$ cat src/rtl/seg_scan_ctrl.sv
// Scan controller for a 4-digit active-low 7-segment display, with tear-free buffered digit writes.
// Optional blinking of individual digits is enabled by defining SEG_BLINK_EN.
module seg_scan_ctrl #(
    parameter int REFRESH_DIV  = 100000,
    parameter int BLANK_CYCLES = 1000,
    parameter int BLINK_ROUNDS = 64
) (
    input  logic       clk,
    input  logic       rst,
    input  logic       wr_valid,
    output logic       wr_ready,
    input  logic [1:0] wr_digit,
    input  logic [6:0] wr_seg,
    input  logic       wr_dp,
    input  logic       wr_blink,
    output logic [6:0] seg,
    output logic [3:0] an,
    output logic       dp,
    output logic [1:0] scan_idx
);

    localparam int CNT_W = (REFRESH_DIV > 1) ? $clog2(REFRESH_DIV) : 1;
    localparam logic [CNT_W-1:0] CNT_LAST  = CNT_W'(REFRESH_DIV - 1);
    localparam logic [CNT_W-1:0] CNT_BLANK = CNT_W'(BLANK_CYCLES);

    localparam logic [0:0] ST_BLANK = 1'b0;
    localparam logic [0:0] ST_DRIVE = 1'b1;

    logic [CNT_W-1:0] cnt, cnt_next;
    logic [1:0]       idx_next;
    logic [0:0]       state, state_next;
    logic             wrap, commit, accept;

    logic             p_valid;
    logic [1:0]       p_digit;
    logic [6:0]       p_seg;
    logic             p_dp;

    logic [6:0]       seg_buf [4];
    logic [3:0]       dp_buf;

    logic             fwd, show, blink_hide;
    logic [6:0]       seg_sel;
    logic             dp_sel;

    assign wr_ready = !p_valid;

    always_comb begin
        wrap       = (cnt == CNT_LAST);
        cnt_next   = wrap ? '0 : cnt + CNT_W'(1);
        idx_next   = wrap ? scan_idx + 2'd1 : scan_idx;
        state_next = (cnt_next >= CNT_BLANK) ? ST_DRIVE : ST_BLANK;
        commit     = p_valid && !(state == ST_DRIVE && p_digit == scan_idx);
        accept     = wr_valid && !p_valid;
    end

    // A commit landing on the edge that selects the same digit is forwarded, so a slot never shows two values.
    always_comb begin
        fwd     = commit && (p_digit == idx_next);
        seg_sel = fwd ? p_seg : seg_buf[idx_next];
        dp_sel  = fwd ? p_dp : dp_buf[idx_next];
        show    = (state_next == ST_DRIVE) && !blink_hide;
    end

    always_ff @(posedge clk) begin
        if (rst) begin
            cnt      <= '0;
            scan_idx <= 2'd0;
            state    <= ST_BLANK;
            p_valid  <= 1'b0;
            p_digit  <= 2'd0;
            p_seg    <= 7'b1111111;
            p_dp     <= 1'b1;
            for (int i = 0; i < 4; i++) begin
                seg_buf[i] <= 7'b1111111;
            end
            dp_buf   <= 4'b1111;
            an       <= 4'b1111;
            seg      <= 7'b1111111;
            dp       <= 1'b1;
        end else begin
            cnt      <= cnt_next;
            scan_idx <= idx_next;
            state    <= state_next;

            if (accept) begin
                p_valid <= 1'b1;
                p_digit <= wr_digit;
                p_seg   <= wr_seg;
                p_dp    <= wr_dp;
            end else if (commit) begin
                p_valid <= 1'b0;
            end

            if (commit) begin
                seg_buf[p_digit] <= p_seg;
                dp_buf[p_digit]  <= p_dp;
            end

            an  <= show ? ~(4'b0001 << idx_next) : 4'b1111;
            seg <= show ? seg_sel : 7'b1111111;
            dp  <= show ? dp_sel : 1'b1;
        end
    end

`ifdef SEG_BLINK_EN
    localparam int RND_W = (BLINK_ROUNDS > 1) ? $clog2(BLINK_ROUNDS) : 1;
    localparam logic [RND_W-1:0] RND_LAST = RND_W'(BLINK_ROUNDS - 1);

    logic [3:0]       blink_buf;
    logic             p_blink;
    logic [RND_W-1:0] rounds, rounds_next;
    logic             phase, phase_next, blink_sel;

    // The phase flips after BLINK_ROUNDS complete frames, counted at each 3->0 wrap.
    always_comb begin
        rounds_next = rounds;
        phase_next  = phase;
        if (wrap && scan_idx == 2'd3) begin
            if (rounds == RND_LAST) begin
                rounds_next = '0;
                phase_next  = !phase;
            end else begin
                rounds_next = rounds + RND_W'(1);
            end
        end
        blink_sel  = fwd ? p_blink : blink_buf[idx_next];
        blink_hide = phase_next && blink_sel;
    end

    always_ff @(posedge clk) begin
        if (rst) begin
            blink_buf <= 4'b0000;
            p_blink   <= 1'b0;
            rounds    <= '0;
            phase     <= 1'b0;
        end else begin
            rounds <= rounds_next;
            phase  <= phase_next;
            if (accept) begin
                p_blink <= wr_blink;
            end
            if (commit) begin
                blink_buf[p_digit] <= p_blink;
            end
        end
    end
`else
    logic unused_wr_blink;

    assign blink_hide      = 1'b0;
    assign unused_wr_blink = wr_blink;
`endif

endmodule

$ cat config.mk
export PLATFORM = sky130hd
export DESIGN_NAME = seg_scan_ctrl
export DESIGN_NICKNAME = d
export VERILOG_FILES = /design/src/rtl/seg_scan_ctrl.sv
export SDC_FILE = /design/constraint.sdc
export NUM_CORES = 1
export LEC_CHECK = 0
export BUFFER_PORTS_ARGS = -buffer_cell sky130_fd_sc_hd__buf_2
export CAP_MARGIN = 15
export CORE_MARGIN = 3
export CORE_UTILIZATION = 45
export CTS_CLUSTER_DIAMETER = 40
export DETAILED_ROUTE_END_ITERATION = 10
export PLACE_DENSITY_LB_ADDON = 0.2
export REMOVE_ABC_BUFFERS = 1
export SETUP_SLACK_MARGIN = 0.5
export SYNTH_ARGS = -nofsm -noshare
export SYNTH_HDL_FRONTEND = slang
export SYNTH_SLANG_ARGS = --single-unit
$ cat constraint.sdc
create_clock -name clk -period 5.6 [get_ports clk]
set_input_delay 0.56 -clock clk [delete_from_list [all_inputs] [get_ports clk]]
set_output_delay 0.56 -clock clk [all_outputs]
set_load 0.005 [all_outputs]
==> flow_summary.ini, run 1 <==
[worst_setup_path]
endpoint_kind = register
cp_slowest_cell = or4_1
crit_type = register to register
path_cells = ha_1, nand4b_1, or4_1, mux2i_1, a222oi_1, mux2_2, nand2_1
crit_start = cnt[0]$_SDFF_PP0_
r2r_end = dp$_SDFF_PP1_
max_stage_delay_ns = 1.01
regToRegStartpoint = cnt[0]$_SDFF_PP0_
regToRegSetupSlack_ns = 2.53
reg2regPathDepth = 7
endpoint = dp$_SDFF_PP1_
cp.required_ns = 5.84
cp.arrival_ns = 3.31
worstPathMaxFanout = 25
cp-start-kind = register

[sta]
post-route-period-util_pct = 54.7
setup_tns_ns = 0
clock_skew_ns = 0.00835
hold_viol_final = 0
worst_pin_slew_ns = 1.05
setup_violations = 0
whs_ns = 0.410
fin_ws_ns = 2.53
rsz0062_at_grt = no
final.min_clock_period_ns = 3.07
slew_viol_final = 0
slew_headroom_pct = 30.2
clock.fmax_mhz = 326

[die]
core_area_um2 = 8260
dieArea_um2 = 9730
fp.dieW_um = 98.7
start_util_pct = 46.8
io-pin-count = 29
rows = 33
die_y_um = 98.7

[detailed_routing]
dr_total_vias = 3022
routed_wl_um = 9020
drtIter0Drc = 139
avgViaCountPerCell = 5.75
drc = 0
wl_per_cell_um = 17.1
dr.pass1.iters = 4
ant_nets = 0

[clock_tree]
holdBufCountCts = 0
post_cts.repair.setup_buffers = 0
clk_pin_slew_worst_paths_ns = 0.08
cts_tree = yes
cts_made_buffers = 9
cts_resized = 0
cts-htree-levels = 3
clkSinkCount = 75
cts_root_buffer = clkbuf_8
worstSkewPairLatency_ns = 0.35
cts_max_path_buffers = 2

[placed_design]
place_area_um2 = 4030
dp_slack_ns = 2.57
hpwl_um = 5840
gp_congestion = 0.832
portBuffers = 27

[layout]
final_area_um2 = 4270
post-route-util_pct = 51.7
drive_gt1_share_pct = 20.2
nNetsFinal = 431
n_antenna_cell = 0
syn_to_final_growth_pct = 10.5
nFillCells = 798

[synth]
yosysSeqAreaShare_pct = 46.1
synth_warnings = 0
synth_area_leaders = dfxtp_1 (24%), edfxtp_1 (22%), or2_2 (4.0%), xnor2_1 (3.9%), nor3_1 (3.5%)
async_flop_share_pct = 0
synth_ff_type = dfxtp_1
yosys.area.top_type = dfxtp_1
netlist_area_um2 = 3860
synth.top_cells.by_count = dfxtp_1 (47), nor2_1 (35), edfxtp_1 (28), nor3_1 (27)
synth_cell_types = 57
ys_ff_latch = 75
synth_top_area_share_pct = 24.4
synth_edf_count = 28
synth_cells = 406
yosysMostFrequentCell = dfxtp_1
syn_area_per_cell_um2 = 9.52

[global_routing]
grt_use_total_pct = 19.3
antenna_found_initial = 0
grt_overflow = 0
grt_pass1_wl_um = 14800
grt_max_degree = 44
grt_pass1_vias = 2954

[power]
power_density_nw_per_um2 = 267
ir_worst_vdd_uv = 116
p_leak_nw = 1.29

[run_status]
status = finished clean

[flow_run]
drv_cap = 0

[hold_path]
hold_class = input pin to register
[cell families after synthesis]
logic type	Yosys count	synth area share, %
simple gates	188	27.1
flops	75	46.1
compound gates	66	13.0
buf+inv	38	3.85
xor+xnor	21	4.76
mux	17	4.83
fa+ha+maj	1	0.324
[through the flow]
step           cells  total power [mW]
2_1_floorplan    374             0.637
3_3_place_gp     510             0.664
3_5_place_dp     510             0.666
4_1_cts          526              1.15
5_1_grt          526              1.18
6_report         526              1.14
[placed cells by master (no fill, tap or decap), drive strengths merged, types with 4 or more instances in the layout]
| master | instances |
|---|---|
| dfxtp | 47 |
| and3 | 7 |
| nor3 | 27 |
| or2 | 25 |
| or4 | 4 |
| xnor2 | 17 |
| nand2 | 18 |
| nand2b | 10 |
| nor4 | 6 |
| a211o | 9 |
| or3 | 6 |
| clkbuf | 12 |
| mux2i | 7 |
| o21ai | 17 |
| nor2b | 9 |
| xor2 | 4 |
| a311o | 6 |
| edfxtp | 28 |
| mux2 | 10 |
| o32ai | 7 |
| a21oi | 4 |
| nor3b | 8 |
| nand4 | 5 |
| inv | 5 |
| nand3 | 17 |
| buf | 31 |
| nor2 | 35 |
[metal layers]
layer / wire length (µm) / up-vias / global-route usage [%] / share of wire (%)
met3: 303 / 4 / 4.10 / 3.4
met1: 4360 / 1468 / 26.1 / 48
met5: 0 / - / 0 / 0
li1: - / 1500 / - / -
met2: 4270 / 50 / 29.8 / 47
met4: 80 / 0 / 8.72 / 0.89
[critical path, delay by kind of cell (launching register included)]
family                   cells  cell delay [ns]
AND/OR/NAND/NOR              3             1.32
flip-flops                   1             0.40
AO/OA/AOI/OAI                1             0.37
multiplexers                 2             0.47
adder cells (fa/ha/maj)      1             0.39
[sequential cells by signal, indices dropped and copies added, names as in the netlist]
name      cells
p_digit       2
dp_buf        4
seg           7
scan_idx      2
cnt          17
p_dp          1
p_valid       1
state         1
an            4
p_seg         7
dp            1
seg_buf      28
[power by group]
group / switching (mW) / internal, mW / leakage, nW
clock network: 0.199 / 0.289 / 0.121
logic: 0.0388 / 0.0249 / 0.589
registers: 0.0132 / 0.576 / 0.580
total: 0.251 / 0.890 / 1.29
[area by class of cell]
type	instances	area, µm²	share of cell area [%]
clock buffers	12	166	3.90
repair buffers	31	165	3.87
well taps	105	131	3.08
multi-input cells	293	1930	45.3
clock inverters	4	70.1	1.64
flip-flops and latches	75	1780	41.7
inverters	6	22.5	0.527
[how the worst min path moves through the flow]
stage          depth (start not counted)                     end                   start  slack [ns]
6_report                               2   p_seg[5]$_SDFFE_PP1P_               wr_seg[5]        0.41
5_1_grt                                2   p_seg[6]$_SDFFE_PP1P_               wr_seg[6]        0.40
4_1_cts                                2   p_seg[6]$_SDFFE_PP1P_               wr_seg[6]        0.40
3_5_place_dp                           1  dp_buf[1]$_SDFFE_PP1P_  dp_buf[1]$_SDFFE_PP1P_        0.47
3_3_place_gp                           1       cnt[0]$_SDFF_PP0_       cnt[0]$_SDFF_PP0_        0.46
2_1_floorplan                          1       cnt[0]$_SDFF_PP0_       cnt[0]$_SDFF_PP0_        0.44
No activity file was read; power rests on OpenSTA's default activity.
==> run 2, diff against run 1 <==
==> constraint.sdc (replaced) <==
create_clock -name clk -period 2.9 [get_ports clk]
set_input_delay 0.29 -clock clk [delete_from_list [all_inputs] [get_ports clk]]
set_output_delay 0.29 -clock clk [all_outputs]
set_load 0.005 [all_outputs]
==> flow_summary.ini, run 2 (synthesis results as in run 1) <==
[hold_path]
min_path_cells = 2
hold_class = input pin to register

[detailed_routing]
ant_nets = 0
drc = 0
wl_per_cell_um = 17.2
dr.pass1.iters = 4
dr_total_vias = 3230
avgViaCountPerCell = 5.94
drtIter0Drc = 114
routed_wl_um = 9340

[placed_design]
portBuffers = 27
place_area_um2 = 4130
hpwl_um = 6130
gp_congestion = 0.823

[layout]
top_regs = seg_buf: 28 flops, cnt: 17 flops
final_area_um2 = 4490
syn_to_final_growth_pct = 16.1
n_antenna_cell = 0
nNetsFinal = 449
largest-register = seg_buf
drive_gt1_share_pct = 29.8
multi_input_area_um2 = 2020
largest_reg_flops = 28
nFillCells = 777
seq_area_um2 = 1800
final_cell_mix = nor2_1 (35), dfxtp_1 (35), edfxtp_1 (28), buf_2 (27)

[sta]
rsz0062_at_grt = yes
final.min_clock_period_ns = 2.36
setup_violations = 0
slew_viol_final = 0
clock.fmax_mhz = 424
clock_skew_ns = 0.0149
post-route-period-util_pct = 81.3
worst_pin_slew_ns = 0.537
setup_tns_ns = 0
hold_viol_final = 0
slew_headroom_pct = 64.2

[clock_tree]
worstSkewPairLatency_ns = 0.36
clk_pin_slew_worst_paths_ns = 0.09
holdBufCountCts = 0
cts_root_buffer = clkbuf_8
clkSinkCount = 75
cts-htree-levels = 3
cts_max_path_buffers = 2
cts_made_buffers = 9
cts_tree = yes

[worst_setup_path]
worstPathMaxFanout = 6
cp-start-kind = register
crit_type = register to register
cp.required_ns = 3.14
reg2regPathDepth = 6
regToRegSetupSlack_ns = 0.54
endpoint_kind = register
cp.arrival_ns = 2.60

[die]
io-pin-count = 29
start_util_pct = 46.8
die_y_um = 98.7
fp.dieW_um = 98.7
dieArea_um2 = 9730
core_area_um2 = 8260
rows = 33

[global_routing]
grt_pass1_wl_um = 15000
grt_max_degree = 47
grt_pass1_vias = 3073
grt_use_total_pct = 19.4
antenna_found_initial = 0
grt_overflow = 0

[flow_run]
drv_cap = 0

[power]
power_density_nw_per_um2 = 463
p_leak_nw = 1.36
ir_worst_vdd_uv = 219

[run_status]
status = finished clean
[run 2: cell types whose count changed in the layout (fill, tap and decap cells not counted), sizes merged]
cell,change
clkinv,+1
inv,+1
buf,+18
bufinv,-1
clkbuf,-2
clkinvlp,+1
[run 2: what timing repair did]
action / in CTS / in global routing
pin swaps: 0 / 13
endpoints found under the setup margin: 25 / 13
resized for setup: 11 / 24
cloned: 0 / 0
buffers inserted: 0 / 7
[run 2: worst max-delay path: stages, from the launching register on]
cell and delay [ns]:
dfxtp_4 0.37, or4_4 0.55, nor4_4 0.32, xnor2_2 0.21, mux2_4 0.38, and3_4 0.16
a311o_1 0.27
[run 2: worst paths after layout]
kind | from | endpoint
setup / recovery | cnt[12]$_SDFF_PP0_ | seg[2]$_SDFF_PP1_
hold / removal | wr_seg[6] | p_seg[6]$_SDFFE_PP1P_
setup reg to reg | cnt[12]$_SDFF_PP0_ | seg[2]$_SDFF_PP1_
hold reg to reg | cnt[0]$_SDFF_PP0_ | cnt[0]$_SDFF_PP0_
[run 2: layout make-up]
class,count,area share [%]
repair buffers,49,7.06
multi-input cells,293,45.0
clock inverters,6,1.42
inverters,6,0.502
clock buffers,10,2.84
flip-flops and latches,75,40.2
well taps,105,2.93
[run 2: metrics by stage]
step,hold WS (ns),cells,utilization (%),setup WS (ns),power [mW]
2_1_floorplan,0.362,374,-,0.0464,1.23
3_3_place_gp,0.454,521,50.0,0.314,1.29
3_5_place_dp,0.467,521,50.0,0.238,1.29
4_1_cts,0.120,537,52.7,0.502,2.08
5_1_grt,0.120,544,54.3,0.454,2.17
6_report,0.129,544,54.3,0.543,2.08
[run 2: metal layers]
| metal | up-vias | GRT usage (%) | share of wire [%] |
|---|---|---|---|
| met4 | 0 | 8.82 | 2.2 |
| met3 | 18 | 4.03 | 5.0 |
| met2 | 96 | 31.3 | 48 |
| met1 | 1576 | 25.0 | 45 |
| met5 | - | 0 | 0 |
| li1 | 1540 | - | - |
[run 2: power breakdown]
group	switching, mW	internal, mW
combinational	0.0795	0.0599
clock	0.404	0.398
sequential	0.0260	1.11
==> run 3, diff against run 2 <==
==> constraint.sdc (replaced) <==
create_clock -name clk -period 2.1 [get_ports clk]
set_input_delay 0.21 -clock clk [delete_from_list [all_inputs] [get_ports clk]]
set_output_delay 0.21 -clock clk [all_outputs]
set_load 0.005 [all_outputs]
==> flow_summary.ini, run 3 (synthesis results as in run 1) <==
[detailed_routing]
ant_nets = 0
dr.pass1.iters = 5
dr_total_vias = 3643
wl_per_cell_um = 18.2
drtIter0Drc = 225
drc = 0
avgViaCountPerCell = 5.77
routed_wl_um = 11500

[worst_setup_path]
crit_type = register to register
cp-start-kind = register
cp.arrival_ns = 2.60
worstPathMaxFanout = 6
endpoint_kind = register
cp.required_ns = 2.34

[sta]
post-route-period-util_pct = 113
setup_violations = 13
slew_viol_final = 0
clock.fmax_mhz = 423
final.min_clock_period_ns = 2.37
slew_headroom_pct = 64.7
rsz0062_at_grt = yes
hold_viol_final = 0
setup_tns_ns = -2.23
clock_skew_ns = 0.0138
fin_ws_ns = -0.265
worst_pin_slew_ns = 0.517

[layout]
fin_cells = 631
largest_reg_flops = 28
top_regs = seg_buf: 28 flops, cnt: 17 flops
drive_gt1_share_pct = 50.4
syn_to_final_growth_pct = 44.8
post-route-util_pct = 67.7
n_antenna_cell = 0
final_cell_mix = buf_4 (80), dfxtp_1 (31), edfxtp_1 (28), buf_2 (27), nor3_1 (26)
final_common_cell = buf_4
nNetsFinal = 536
largest-register = seg_buf

[clock_tree]
clkSinkCount = 75
cts-htree-levels = 3
clk_pin_slew_worst_paths_ns = 0.08
holdBufCountCts = 0
cts_root_buffer = clkbuf_8
cts_max_path_buffers = 2
cts_made_buffers = 9
cts_tree = yes
worstSkewPairLatency_ns = 0.36

[power]
ir_worst_vdd_uv = 311
fin_total_pwr_mw = 2.96
p_leak_nw = 1.95
power_density_nw_per_um2 = 530

[placed_design]
portBuffers = 27
hpwl_um = 6850
place_inst = 582
gp_congestion = 0.812

[global_routing]
grt_max_degree = 43
met1_usage_pct = 29.1
antenna_found_initial = 0
grt_pass1_wl_um = 17300
grt_use_total_pct = 22.4
grt_pass1_vias = 3465
busiest_layer = met2
use_met3_pct = 3.89
met2_usage_pct = 37.8
grt_overflow = 0

[run_status]
status = finished with violations
violations = setup timing

[die]
rows = 33
io-pin-count = 29
dieArea_um2 = 9730
die_y_um = 98.7
core_area_um2 = 8260
start_util_pct = 46.8
fp.dieW_um = 98.7

[flow_run]
drv_cap = 0

[hold_path]
hold_class = input pin to register
==> run 3: path summary, 6_finish.rpt <==
kind	startpoint	endpoint	slack, ns	depth (start not counted)
max reg2reg	cnt[11]$_SDFF_PP0_	seg[0]$_SDFF_PP1_	-0.27	7
max	cnt[11]$_SDFF_PP0_	seg[0]$_SDFF_PP1_	-0.27	7
min reg2reg	dp_buf[1]$_SDFFE_PP1P_	dp_buf[1]$_SDFFE_PP1P_	0.52	1
min	wr_seg[2]	p_seg[2]$_SDFFE_PP1P_	0.06	2
==> run 3: metrics by stage <==
stage	hold WS [ns]	worst slack, ns	instance area [µm²]
CTS	0.0462	-0.209	5250
floorplan	0.282	-0.754	3740
global placement	0.411	-0.327	4590
detailed placement	0.416	-0.393	4590
global route	0.0546	-0.302	5590
finish	0.0572	-0.265	5590
==> run 3: metal layers <==
layer / vias up / part of all wire, %
li1: 1718 / -
met1: 1744 / 42
met2: 152 / 49
met3: 29 / 6.5
met4: 0 / 2.2
met5: - / 0
==> run 3: cell type report <==
class / count / area (µm²)
Sequential cell: 75 / 1810
Clock buffer: 9 / 124
Timing Repair Buffer: 136 / 1110
Tap cell: 105 / 131
Fill cell: 632 / 2660
Inverter: 6 / 23.8
Multi-Input combinational cell: 293 / 2320
Clock inverter: 7 / 68.8
==> run 3: repair_timing <==
action,4_1_cts,5_1_grt
resized for setup,73,63
pin swaps,20,20
hold endpoints to repair,0,0
setup buffers,19,11
cloned,1,2
setup endpoints to repair,69,87
==> run 3: where the power goes <==
| group | internal [mW] | switching (mW) | total [mW] |
|---|---|---|---|
| clock network | 0.544 | 0.564 | 1.11 |
| registers | 1.53 | 0.0341 | 1.57 |
| logic | 0.140 | 0.149 | 0.289 |
| total | 2.22 | 0.747 | 2.96 |
==> run 3: critical path: stages (launching register included) <==
cell and delay (ns):
dfxtp_2 0.32, or4_4 0.55, nor4_4 0.22, buf_4 0.18, xnor2_2 0.12, mux2_4 0.37, and3_4 0.18, a311o_1 0.32
